<file path="config.mk">
export PLATFORM = sky130hd
export DESIGN_NAME = muldiv_unit_flat
export DESIGN_NICKNAME = d
export VERILOG_FILES = /design/src/rtl/muldiv_unit_if.sv /design/src/rtl/muldiv_unit.sv /design/src/flat_wrapper.sv
export SDC_FILE = /design/constraint.sdc
export NUM_CORES = 1
export LEC_CHECK = 0
export CAP_MARGIN = 20
export CORE_MARGIN = 2
export CORE_UTILIZATION = 35
export CTS_BUF_LIST = sky130_fd_sc_hd__clkbuf_8
export DETAILED_ROUTE_END_ITERATION = 7
export GPL_ROUTABILITY_DRIVEN = 0
export PLACE_DENSITY_LB_ADDON = 0.1
export SLEW_MARGIN = 20
export SYNTH_ARGS = -nofsm -noshare
export SYNTH_HDL_FRONTEND = slang
export SYNTH_SLANG_ARGS = --single-unit
</file>
<file path="constraint.sdc">
create_clock -name clk -period 14.7 [get_ports clk]
set_input_delay 4.41 -clock clk [delete_from_list [all_inputs] [get_ports clk]]
set_output_delay 4.41 -clock clk [all_outputs]
set_load 0.03 [all_outputs]
</file>
<file path="src/rtl/muldiv_unit_if.sv">
// Request/response bundle between the ID/EX stage and the iterative RV32M/RV64M muldiv unit.
// Operands and rd are presented with start; the hazard unit consumes stall_req, and EX/MEM consumes valid/result/rd_out.
interface muldiv_unit_if #(
    parameter int XLEN = 32
);
    logic            start;
    logic            flush;
    logic [2:0]      funct3;
    logic [XLEN-1:0] op_a;
    logic [XLEN-1:0] op_b;
    logic [4:0]      rd_in;
    logic            busy;
    logic            stall_req;
    logic            valid;
    logic [XLEN-1:0] result;
    logic [4:0]      rd_out;

    modport master (
        output start, flush, funct3, op_a, op_b, rd_in,
        input  busy, stall_req, valid, result, rd_out
    );

    modport slave (
        input  start, flush, funct3, op_a, op_b, rd_in,
        output busy, stall_req, valid, result, rd_out
    );
endinterface

</file>
<file path="src/rtl/muldiv_unit.sv">
// Iterative M-extension unit: radix-2 shift-add multiply and restoring divide on operand magnitudes.
// Latency: XLEN+1 cycles from accepted start to the valid strobe; 1 cycle for zero/div-by-zero/overflow fast paths.
// Backpressure: none accepted; the unit stalls the pipeline itself via stall_req while it iterates.
module muldiv_unit #(
    parameter int XLEN = 32
) (
    input  logic         clk,
    input  logic         rst,
    muldiv_unit_if.slave bus
);
    localparam int CNT_W = $clog2(XLEN) + 1;
    localparam logic [XLEN-1:0] MIN_NEG = {1'b1, {(XLEN-1){1'b0}}};

    typedef enum logic [1:0] {IDLE, CALC, DONE} state_t;

    state_t            state;
    logic [CNT_W-1:0]  cnt;
    logic [2:0]        f3_q;
    logic [4:0]        rd_q;
    logic [XLEN-1:0]   b_mag_q;
    logic              neg_q;
    logic [2*XLEN-1:0] acc;
    logic [2*XLEN-1:0] acc_nxt;
    logic              busy_q;
    logic              valid_q;
    logic [XLEN-1:0]   result_q;
    logic [4:0]        rd_out_q;

    logic              is_div;
    logic              a_sgn;
    logic              b_sgn;
    logic              a_neg;
    logic              b_neg;
    logic              fast;
    logic              can_accept;
    logic              accept;
    logic [XLEN-1:0]   a_mag;
    logic [XLEN-1:0]   b_mag;
    logic [XLEN-1:0]   fast_val;

    logic [XLEN:0]     mul_sum;
    logic [XLEN:0]     div_rem_sh;
    logic [XLEN:0]     div_diff;
    logic [2*XLEN-1:0] prod_fix;
    logic [XLEN-1:0]   div_raw;
    logic [XLEN-1:0]   fin_res;

    // Operand decode for the request currently on the bus.
    always_comb begin
        is_div     = bus.funct3[2];
        a_sgn      = is_div ? ~bus.funct3[0] : (bus.funct3[1] ^ bus.funct3[0]);
        b_sgn      = is_div ? ~bus.funct3[0] : (bus.funct3[1:0] == 2'b01);
        a_neg      = a_sgn & bus.op_a[XLEN-1];
        b_neg      = b_sgn & bus.op_b[XLEN-1];
        a_mag      = a_neg ? (~bus.op_a + 1'b1) : bus.op_a;
        b_mag      = b_neg ? (~bus.op_b + 1'b1) : bus.op_b;
        fast       = 1'b0;
        fast_val   = '0;
        if (is_div) begin
            if (bus.op_b == '0) begin
                fast     = 1'b1;
                fast_val = bus.funct3[1] ? bus.op_a : {XLEN{1'b1}};
            end else if (!bus.funct3[0] && bus.op_a == MIN_NEG && bus.op_b == {XLEN{1'b1}}) begin
                fast     = 1'b1;
                fast_val = bus.funct3[1] ? {XLEN{1'b0}} : bus.op_a;
            end
        end else if (bus.op_a == '0 || bus.op_b == '0) begin
            fast     = 1'b1;
            fast_val = '0;
        end
        can_accept = (state == IDLE) || (state == DONE);
        accept     = bus.start & ~bus.flush & can_accept;
    end

    // One iteration step; acc holds {hi,lo} of the product, or {remainder,dividend/quotient}.
    always_comb begin
        mul_sum    = {1'b0, acc[2*XLEN-1:XLEN]} + (acc[0] ? {1'b0, b_mag_q} : {(XLEN+1){1'b0}});
        div_rem_sh = acc[2*XLEN-1:XLEN-1];
        div_diff   = div_rem_sh - {1'b0, b_mag_q};
        if (f3_q[2]) begin
            if (!div_diff[XLEN]) begin
                acc_nxt = {div_diff[XLEN-1:0], acc[XLEN-2:0], 1'b1};
            end else begin
                acc_nxt = {acc[2*XLEN-2:0], 1'b0};
            end
        end else begin
            acc_nxt = {mul_sum, acc[XLEN-1:1]};
        end
    end

    // Sign fix-up applied to the value produced by the final step.
    always_comb begin
        prod_fix = neg_q ? (~acc_nxt + 1'b1) : acc_nxt;
        div_raw  = f3_q[1] ? acc_nxt[2*XLEN-1:XLEN] : acc_nxt[XLEN-1:0];
        if (f3_q[2]) begin
            fin_res = neg_q ? (~div_raw + 1'b1) : div_raw;
        end else if (f3_q[1:0] == 2'b00) begin
            fin_res = prod_fix[XLEN-1:0];
        end else begin
            fin_res = prod_fix[2*XLEN-1:XLEN];
        end
    end

    always_ff @(posedge clk or negedge rst) begin
        if (!rst) begin
            state    <= IDLE;
            cnt      <= '0;
            f3_q     <= '0;
            rd_q     <= '0;
            b_mag_q  <= '0;
            neg_q    <= 1'b0;
            acc      <= '0;
            busy_q   <= 1'b0;
            valid_q  <= 1'b0;
            result_q <= '0;
            rd_out_q <= '0;
        end else begin
            valid_q <= 1'b0;
            busy_q  <= 1'b0;
            if (bus.flush) begin
                state <= IDLE;
                cnt   <= '0;
            end else begin
                unique case (state)
                    IDLE, DONE: begin
                        if (accept) begin
                            f3_q    <= bus.funct3;
                            rd_q    <= bus.rd_in;
                            b_mag_q <= b_mag;
                            // Remainder follows the dividend; everything else follows the sign product.
                            neg_q   <= (is_div && bus.funct3[1]) ? a_neg : (a_neg ^ b_neg);
                            if (fast) begin
                                state    <= DONE;
                                cnt      <= '0;
                                valid_q  <= 1'b1;
                                result_q <= fast_val;
                                rd_out_q <= bus.rd_in;
                            end else begin
                                state  <= CALC;
                                cnt    <= CNT_W'(XLEN);
                                busy_q <= 1'b1;
                                acc    <= {{XLEN{1'b0}}, a_mag};
                            end
                        end else begin
                            state <= IDLE;
                        end
                    end
                    CALC: begin
                        acc <= acc_nxt;
                        cnt <= cnt - CNT_W'(1);
                        if (cnt == CNT_W'(1)) begin
                            state    <= DONE;
                            valid_q  <= 1'b1;
                            result_q <= fin_res;
                            rd_out_q <= rd_q;
                        end else begin
                            busy_q <= 1'b1;
                        end
                    end
                    default: state <= IDLE;
                endcase
            end
        end
    end

    assign bus.busy      = busy_q;
    assign bus.valid     = valid_q;
    assign bus.result    = result_q;
    assign bus.rd_out    = rd_out_q;
    assign bus.stall_req = (bus.start & can_accept & ~bus.flush & ~fast) | busy_q;
endmodule

</file>
<file path="src/flat_wrapper.sv">
// flat-port wrapper written by rule: the top's interface ports become plain ports
module muldiv_unit_flat 
#(
    parameter int XLEN = 32
)
  (clk, rst, bus_start, bus_flush, bus_funct3, bus_op_a, bus_op_b, bus_rd_in, bus_busy, bus_stall_req, bus_valid, bus_result, bus_rd_out);
  muldiv_unit_if #(.XLEN(XLEN)) bus_i ();
  input  logic clk;
  input  logic rst;
  input wire logic [$bits(bus_i.start)-1:0] bus_start;
  input wire logic [$bits(bus_i.flush)-1:0] bus_flush;
  input wire logic [$bits(bus_i.funct3)-1:0] bus_funct3;
  input wire logic [$bits(bus_i.op_a)-1:0] bus_op_a;
  input wire logic [$bits(bus_i.op_b)-1:0] bus_op_b;
  input wire logic [$bits(bus_i.rd_in)-1:0] bus_rd_in;
  output wire logic [$bits(bus_i.busy)-1:0] bus_busy;
  output wire logic [$bits(bus_i.stall_req)-1:0] bus_stall_req;
  output wire logic [$bits(bus_i.valid)-1:0] bus_valid;
  output wire logic [$bits(bus_i.result)-1:0] bus_result;
  output wire logic [$bits(bus_i.rd_out)-1:0] bus_rd_out;
  assign bus_i.start = bus_start;
  assign bus_i.flush = bus_flush;
  assign bus_i.funct3 = bus_funct3;
  assign bus_i.op_a = bus_op_a;
  assign bus_i.op_b = bus_op_b;
  assign bus_i.rd_in = bus_rd_in;
  assign bus_busy = bus_i.busy;
  assign bus_stall_req = bus_i.stall_req;
  assign bus_valid = bus_i.valid;
  assign bus_result = bus_i.result;
  assign bus_rd_out = bus_i.rd_out;
  muldiv_unit #(.XLEN(XLEN)) u_core (.clk(clk), .rst(rst), .bus(bus_i));
endmodule
</file>
==> flow_summary_export.csv, run 1 <==
group,metric,value,unit
floorplanning,initial_utilization,35.24,%
final_layout,post_route_cells_drive_above_1_share,5.872,%
clock_network,clock_tree.htree_level_count,4,
sta,post-route-period-util,90.04,%
synthesis,postSynthAreaPerCell,7.277,um2
drt,avgViaCountPerCell,6.013,
sta,finalHoldWorstSlack,0.4850,ns
drt,route.detailed.drc,0,
worst_setup_path,cp_max_fo,5,
global_route,grt_max_degree,97,
clock_network,clk-insertion-delay-late,0.58,ns
sta,worst_pin_slew,1.058,ns
power_and_ir_drop,leakagePower,7.658,nW
worst_setup_path,cp-end-kind,"output pin",
drt,vias,18080,
final_layout,final.fill_count,5260,
final_layout,p_r_area_growth_vs_syn,11.37,%
floorplanning,die_height,225.3,um
synthesis,seq_area_frac_synth,22.19,%
worst_setup_path,timing.setup.critical_path_class,"in -> out",
status,outcome,"complete, no violations",
sta,worst_clock_skew,0.02230,ns
sta,rsz0062_at_grt,"false",
clock_network,cts_num_sinks,152,
run,maxCapViolations,0,
worst_setup_path,critical_path_required,10.29,ns
placed_design,detailed_place.area,18710,um2
power_and_ir_drop,powerDensity,219.0,nW/um2
synthesis,syn_nets,2506,
clock_network,cts-hold-fix-buffers,0,
floorplanning,coreArea,48650,um2
synthesis,synthArstFlopShare,100.0,%
worst_setup_path,startpoint_type,"primary input",
clock_network,cts.clk_slew.worst_paths,0.10,ns
power_and_ir_drop,ir_drop,0.1217,mV
power_and_ir_drop,totalPowerFinal,4.182,mW
sta,finalSetupViolCount,0,
clock_network,post_cts.repair.setup_buffers,0,
clock_network,clk_root_buffer_cell,"sky130_fd_sc_hd__clkbuf_8",
global_route,number_of_antenna_violations_at_the_first_check_in_global_routing,0,
synthesis,syn_inst,2356,
synthesis,ys_seq_elements,152,
global_route,grt_first_pass_wirelength,104.5,mm
worst_setup_path,timing.critical_path.max_delay_family,"simple AND/OR/NAND/NOR gates",
worst_setup_path,cp_data_arrival_time,8.83,ns
sta,timing.final.max_slew_violations,0,
global_route,overflow,0,
sta,timing.fmax,0.07555,GHz
clock_network,cts-buffers-inserted,17,
synthesis,synth-edff-count,0,
final_layout,nets,2521,
final_layout,multi_input_comb_area,12490,um2
floorplanning,rows,81,
synthesis,synthesis.area,17140,um2
placed_design,hpwl,52.59,mm
synthesis,ys_types,102,
worst_setup_path,crit_chain,"clkdlybuf4s50_1 > inv_1 > ha_1 > nand2_1 > or4_1 > nor4_1 > nand3b_1 > nor4_1 > a21boi_0 > nand2_1 > nand2b_1 > clkdlybuf4s50_1",
final_layout,seq_area,3810,um2
sta,timing.slew.headroom,28.78,%
floorplanning,die_w,225.3,um
global_route,number_of_global_route_vias_before_repair,17350,
clock_network,clock_tree_from_tritoncts,"done",
final_layout,antenna_cells_inserted,0,
synthesis,ys.warnings.count,0,
clock_network,clockBufferDepth,2,
global_route,grt.total_usage,26.98,%
worst_setup_path,buf_inv_stages_crit_path,3,
drt,drt-wirelength-per-cell,22.71,um
sta,totalNegativeSetupSlack,0,ns
worst_setup_path,critical_path.max_stage_delay,0.87,ns
clock_network,cts_resized,0,
sta,timing.final.crit_period,13.24,ns
drt,drt-initial-drc-count,1580,
final_layout,final_core_utilization,39.25,%
worst_setup_path,critical_path.slowest_cell,"sky130_fd_sc_hd__nor4_1",
drt,drt_first_pass_iters,7,
drt,drt-total-wl,68.26,mm
floorplanning,die_outline_area,50770,um2
synthesis,most_used_flip_flop_cell_after_synthesis,"sky130_fd_sc_hd__dfrtp_1",
final_layout,post-route-cell-area,19090,um2
placed_design,port_buffers,115,
floorplanning,io_pins,116,
sta,timing.final.hold_violations,0,
drt,drt.antenna.violating_nets,0,
hold_path,hold_path_class,"reg -> reg",
==> Yosys cell counts, types with 8 or more instances <==
library cell                 n  area [um2]
sky130_fd_sc_hd__a211oi_1   18       135.1
sky130_fd_sc_hd__a21o_1     23       172.7
sky130_fd_sc_hd__a21oi_1   214        1071
sky130_fd_sc_hd__a221o_1     9       90.09
sky130_fd_sc_hd__a22o_1     11       96.34
sky130_fd_sc_hd__a31oi_1    30       187.7
sky130_fd_sc_hd__and2_1     47       294.0
sky130_fd_sc_hd__and3_1     20       125.1
sky130_fd_sc_hd__buf_1      17       63.81
sky130_fd_sc_hd__buf_2      22       110.1
sky130_fd_sc_hd__clkbuf_1   99       371.6
sky130_fd_sc_hd__dfrtp_1   152        3804
sky130_fd_sc_hd__ha_1       72       900.9
sky130_fd_sc_hd__inv_1      72       270.3
sky130_fd_sc_hd__mux2_2     24       270.3
sky130_fd_sc_hd__mux2i_1    38       380.4
sky130_fd_sc_hd__nand2_1   301        1130
sky130_fd_sc_hd__nand2b_1   19       118.9
sky130_fd_sc_hd__nand3_1    43       215.2
sky130_fd_sc_hd__nand4_1    32       200.2
sky130_fd_sc_hd__nor2_1    234       878.3
sky130_fd_sc_hd__nor2b_1    19       118.9
sky130_fd_sc_hd__nor3_1     67       335.3
sky130_fd_sc_hd__nor4_1     20       125.1
sky130_fd_sc_hd__o211ai_1   24       180.2
sky130_fd_sc_hd__o21a_1     12       90.09
sky130_fd_sc_hd__o21ai_0   242        1211
sky130_fd_sc_hd__o21ai_1     9       45.04
sky130_fd_sc_hd__o21bai_1    8       60.06
sky130_fd_sc_hd__o22ai_1    14       87.58
sky130_fd_sc_hd__o31ai_1    27       202.7
sky130_fd_sc_hd__o41ai_1    14       122.6
sky130_fd_sc_hd__or2_2      10       62.56
sky130_fd_sc_hd__or3_1      31       193.9
sky130_fd_sc_hd__or4_1      10       75.07
sky130_fd_sc_hd__xnor2_1    84       735.7
sky130_fd_sc_hd__xor2_1     93       814.5
==> report_power, final <==
| part | total (mW) | switching (mW) | internal (mW) |
|---|---|---|---|
| sequential | 0.776 | 0.222 | 0.554 |
| clock | 0.344 | 0.207 | 0.137 |
| combinational | 3.06 | 1.98 | 1.09 |
==> tightest hold or removal path, stage by stage, from the launching register on <==
cell and delay, ns:
sky130_fd_sc_hd__dfrtp_1 0.36, sky130_fd_sc_hd__nand2_1 0.05, sky130_fd_sc_hd__nand2_1 0.06
==> through the flow <==
| stage | cells | setup slack, ns |
|---|---|---|
| global placement | 2974 | 1.546 |
| floorplan | 2356 | 3.708 |
| global route | 3006 | 1.132 |
| finish | 3006 | 1.464 |
| detailed placement | 2974 | 1.438 |
| CTS | 3006 | 1.438 |
==> kinds of logic after synthesis <==
family / Yosys count / synth area share, %
buffers and inverters: 220 / 5.262
DFF: 152 / 22.19
and+or+nand+nor: 904 / 25.53
xor gates and xnor gates: 177 / 9.042
AOI/OAI and AO/OA: 758 / 27.78
adders and majority gates: 74 / 5.488
muxes: 71 / 4.715
==> area by class of cell <==
type                            instances  share of cell area (%)
Timing Repair Buffer                  143                   7.136
Tap cell                              622                   4.076
Inverter                               73                   1.435
Clock buffer                           17                   1.225
Sequential cell                       152                   19.95
Multi-Input combinational cell       1984                   65.43
Clock inverter                         15                  0.7405
==> layer usage <==
metal	routed length (um)	GRT usage [%]	up-vias
met5	0	0	-
met4	1805	9.015	0
met3	3610	4.263	91
met2	32240	44.78	535
met1	30610	35.63	8859
li1	-	-	8590
==> registers in the layout, summed over array words and instances (netlist names) <==
name	count
u_core.rd_q	5
u_core.state	2
u_core.b_mag_q	32
u_core.bus.busy	1
u_core.bus.valid	1
u_core.f3_q	3
u_core.cnt	6
u_core.bus.result	32
u_core.bus.rd_out	5
u_core.neg_q	1
u_core.acc	64
==> cell usage in the layout, fill, tap and decap left out, types with 43 or more instances in the layout <==
master                            count
sky130_fd_sc_hd__a21oi_1            214
sky130_fd_sc_hd__and2_1              47
sky130_fd_sc_hd__clkdlybuf4s50_1    114
sky130_fd_sc_hd__dfrtp_1            149
sky130_fd_sc_hd__ha_1                72
sky130_fd_sc_hd__inv_1               74
sky130_fd_sc_hd__nand2_1            301
sky130_fd_sc_hd__nand3_1             43
sky130_fd_sc_hd__nor2_1             231
sky130_fd_sc_hd__nor3_1              67
sky130_fd_sc_hd__o21ai_0            241
sky130_fd_sc_hd__xnor2_1             84
sky130_fd_sc_hd__xor2_1              93
==> path summary, 6_finish.rpt <==
kind	end	cells after the start	startpoint	slack (ns)
max	bus_stall_req	12	bus_op_a[0]	1.46
min	u_core.rd_q[0]	2	u_core.rd_q[0]	0.49
max reg2reg	u_core.bus.result[26]	22	u_core.acc[31]	7.14
min reg2reg	u_core.rd_q[0]	2	u_core.rd_q[0]	0.49
max in group asynchronous	u_core.f3_q[1]	2	rst	9.26
min in group asynchronous	u_core.bus.result[3]	1	rst	3.91
Note: power is estimated with default switching activity, not from simulation.
==> run 2, diff against run 1 <==
--- a/config.mk
+++ b/config.mk
@@ -11,7 +11,9 @@
 export CTS_BUF_LIST = sky130_fd_sc_hd__clkbuf_8
 export DETAILED_ROUTE_END_ITERATION = 7
 export GPL_ROUTABILITY_DRIVEN = 0
+export HOLD_SLACK_MARGIN = 0.15
 export PLACE_DENSITY_LB_ADDON = 0.1
+export RECOVER_POWER = 100
 export SLEW_MARGIN = 20
 export SYNTH_ARGS = -nofsm -noshare
 export SYNTH_HDL_FRONTEND = slang
==> run 2 against run 1 <==
Effect of this change:
- the flow now finishes with violations (capacitance limit, slew limit)
- combinational power hardly changed
- critical path depth stayed put
- design area is 0.14% lower
- hold slack worse by 0.0025 ns
- global-route usage stayed put
- utilization is 0.057 points lower
- count of clock-buffer cells in the layout stayed put
- critical endpoint unchanged
==> flow_summary_export.csv, run 2 (synthesis results as in run 1) <==
group,metric,value,unit
status,outcome,"complete, but fails checks",
status,failed_checks,"capacitance limit, slew limit",
sta,final_critical_path_setup_slack,1.236,ns
worst_setup_path,startpoint_type,"primary input",
clock_network,cts.clk_slew.worst_paths,0.08,ns
floorplanning,io_pins,116,
sta,worst_clock_skew,0.02497,ns
drt,wl_met2,32.31,mm
sta,timing.final.hold_violations,0,
global_route,number_of_antenna_violations_at_the_first_check_in_global_routing,0,
worst_setup_path,cp-end-kind,"output pin",
clock_network,cts_resized,0,
sta,finalHoldWorstSlack,0.4825,ns
final_layout,stdcell_count,3007,
hold_path,min_to,"u_core.bus.result[4]",
sta,rsz0062_at_grt,"false",
final_layout,most-common-layout-cells,"sky130_fd_sc_hd__nand2_1 (301), sky130_fd_sc_hd__o21ai_0 (242), sky130_fd_sc_hd__nor2_1 (231)",
global_route,grt_first_pass_wirelength,104.5,mm
sta,timing.slew.headroom,-263.9,%
floorplanning,die_outline_area,50770,um2
sta,totalNegativeSetupSlack,0,ns
final_layout,number_of_flip_flops_under_the_largest_register_name,64,
run,maxCapViolations,5,
drt,drt-total-wl,68.29,mm
power_and_ir_drop,ir_drop,0.1249,mV
floorplanning,die_height,225.3,um
drt,avgViaCountPerCell,6.017,
final_layout,layout_commonest_cell,"sky130_fd_sc_hd__nand2_1",
placed_design,port_buffers,115,
clock_network,clockBufferDepth,2,
sta,timing.fmax,0.07427,GHz
power_and_ir_drop,powerDensity,218.7,nW/um2
drt,route.detailed.drc,0,
worst_setup_path,timing.setup.critical_path_class,"in -> out",
worst_setup_path,crit-reg2reg-capture,"u_core.bus.result[26]",
drt,detailroute.wirelength.met3,3.519,mm
drt,dr_top_layer,"met4",
sta,timing.final.max_slew_violations,353,
global_route,grt_max_degree,97,
clock_network,post_cts.repair.setup_buffers,0,
final_layout,p_r_area_growth_vs_syn,11.21,%
hold_path,hold_path_class,"reg -> reg",
final_layout,regMostFlops,"u_core.acc",
sta,timing.final.crit_period,13.46,ns
clock_network,cts-hold-fix-buffers,0,
floorplanning,die_w,225.3,um
worst_setup_path,r2r.worst_path.cells,22,
floorplanning,initial_utilization,35.24,%
global_route,overflow,0,
floorplanning,rows,81,
worst_setup_path,critical_path_required,10.29,ns
clock_network,clock_tree.htree_level_count,4,
final_layout,post_route_cells_drive_above_1_share,5.579,%
sta,worst_pin_slew,5.459,ns
worst_setup_path,worst_r2r_setup_slack,6.98,ns
placed_design,place_inst,2974,
power_and_ir_drop,leakagePower,7.706,nW
sta,post-route-period-util,91.59,%
final_layout,nets,2521,
hold_path,timing.hold.worst.start,"u_core.bus.result[4]",
clock_network,clk-insertion-delay-late,0.58,ns
final_layout,final.fill_count,5273,
clock_network,clk_root_buffer_cell,"sky130_fd_sc_hd__clkbuf_8",
drt,drt-wirelength-per-cell,22.71,um
floorplanning,coreArea,48650,um2
global_route,number_of_global_route_vias_before_repair,17350,
drt,drt-initial-drc-count,1521,
drt,route.layer.met1.wl,30.69,mm
drt,drt.antenna.violating_nets,0,
drt,drt_first_pass_iters,5,
worst_setup_path,cp_data_arrival_time,9.05,ns
hold_path,timing.hold.worst_path_depth,2,
clock_network,cts_num_sinks,152,
worst_setup_path,cp_max_fo,5,
global_route,grt.total_usage,26.98,%
placed_design,hpwl,52.59,mm
placed_design,placement.setup.worst_slack,1.438,ns
drt,vias,18090,
sta,finalSetupViolCount,0,
worst_setup_path,worst_r2r_startpoint,"u_core.acc[31]",
clock_network,clock_tree_from_tritoncts,"done",
clock_network,cts-buffers-inserted,17,
## run 2: cell types whose count changed in the layout (fill, tap and decap cells not counted)
cell / delta
sky130_fd_sc_hd__and2_0: +1
sky130_fd_sc_hd__diode_2: +1
sky130_fd_sc_hd__o311ai_1: -1
sky130_fd_sc_hd__clkdlybuf4s50_1: -43
sky130_fd_sc_hd__o21ai_1: -1
sky130_fd_sc_hd__buf_6: -1
sky130_fd_sc_hd__and2_1: -1
sky130_fd_sc_hd__o311ai_0: +1
sky130_fd_sc_hd__dlygate4sd3_1: +43
sky130_fd_sc_hd__o21ai_0: +1
sky130_fd_sc_hd__buf_4: -6
sky130_fd_sc_hd__clkbuf_1: +7
## run 2: where the power goes
| part | internal (mW) | leakage (nW) | switching [mW] |
|---|---|---|---|
| sequential | 0.554 | 1.95 | 0.220 |
| clock | 0.137 | 0.194 | 0.207 |
| combinational | 1.07 | 5.56 | 1.98 |
## run 2: how the worst max path moves through the flow
stage                            from             to  slack (ns)  cells past startpoint
after floorplan           bus_op_a[0]  bus_stall_req        3.71                     10
after global placement    bus_op_a[0]  bus_stall_req        1.55                     12
after detailed placement  bus_op_a[0]  bus_stall_req        1.44                     12
after CTS                 bus_op_a[0]  bus_stall_req        1.44                     12
after global routing      bus_op_a[0]  bus_stall_req        0.93                     12
final                     bus_op_a[0]  bus_stall_req        1.24                     12
## run 2: final cells by class
| type | instances | area [um2] | share of cell area [%] |
|---|---|---|---|
| multi-input combinational | 1984 | 12490 | 65.53 |
| sequential | 152 | 3810 | 19.98 |
| timing repair buffer | 143 | 1333 | 6.989 |
| tap | 622 | 778.2 | 4.082 |
| inverter | 73 | 274.0 | 1.437 |
| clock buffer | 17 | 234.0 | 1.227 |
| clock inverter | 15 | 141.4 | 0.7416 |
| antenna | 1 | 2.502 | 0.01313 |
## run 2: critical path: stages
cell	delay, ns
sky130_fd_sc_hd__dlygate4sd3_1	0.59
sky130_fd_sc_hd__inv_1	0.08
sky130_fd_sc_hd__ha_1	0.17
sky130_fd_sc_hd__nand2_1	0.08
sky130_fd_sc_hd__or4_1	0.52
sky130_fd_sc_hd__nor4_1	0.59
sky130_fd_sc_hd__nand3b_1	0.30
sky130_fd_sc_hd__nor4_1	0.87
sky130_fd_sc_hd__a21boi_0	0.47
sky130_fd_sc_hd__nand2_1	0.21
sky130_fd_sc_hd__nand2b_1	0.07
sky130_fd_sc_hd__dlygate4sd3_1	0.68
## run 2: metrics by stage
stage / area, um2 / utilization, % / power [mW]
after global routing: 19060 / 39.19 / 4.476
after detailed placement: 18710 / 38.47 / 3.798
after floorplan: 17140 / - / 2.854
after CTS: 19090 / 39.24 / 4.155
final: 19070 / 39.19 / 4.171
after global placement: 18710 / 38.47 / 3.774
## run 2: metal layers
layer  track usage (%)  vias to the layer above
met4             9.015                        0
met3             4.263                       90
met5                 0                        -
li1                  -                     8589
met1             35.63                     8876
met2             44.78                      539
==> run 3, diff against run 2 <==
--- a/config.mk
+++ b/config.mk
@@ -14,6 +14,8 @@
 export HOLD_SLACK_MARGIN = 0.15
 export PLACE_DENSITY_LB_ADDON = 0.1
 export RECOVER_POWER = 100
+export SKIP_CTS_REPAIR_TIMING = 1
+export SKIP_LAST_GASP = 1
 export SLEW_MARGIN = 20
 export SYNTH_ARGS = -nofsm -noshare
 export SYNTH_HDL_FRONTEND = slang
==> results of run 3 <==
The final DEF is identical to that of run 2; final timing and power are the same.
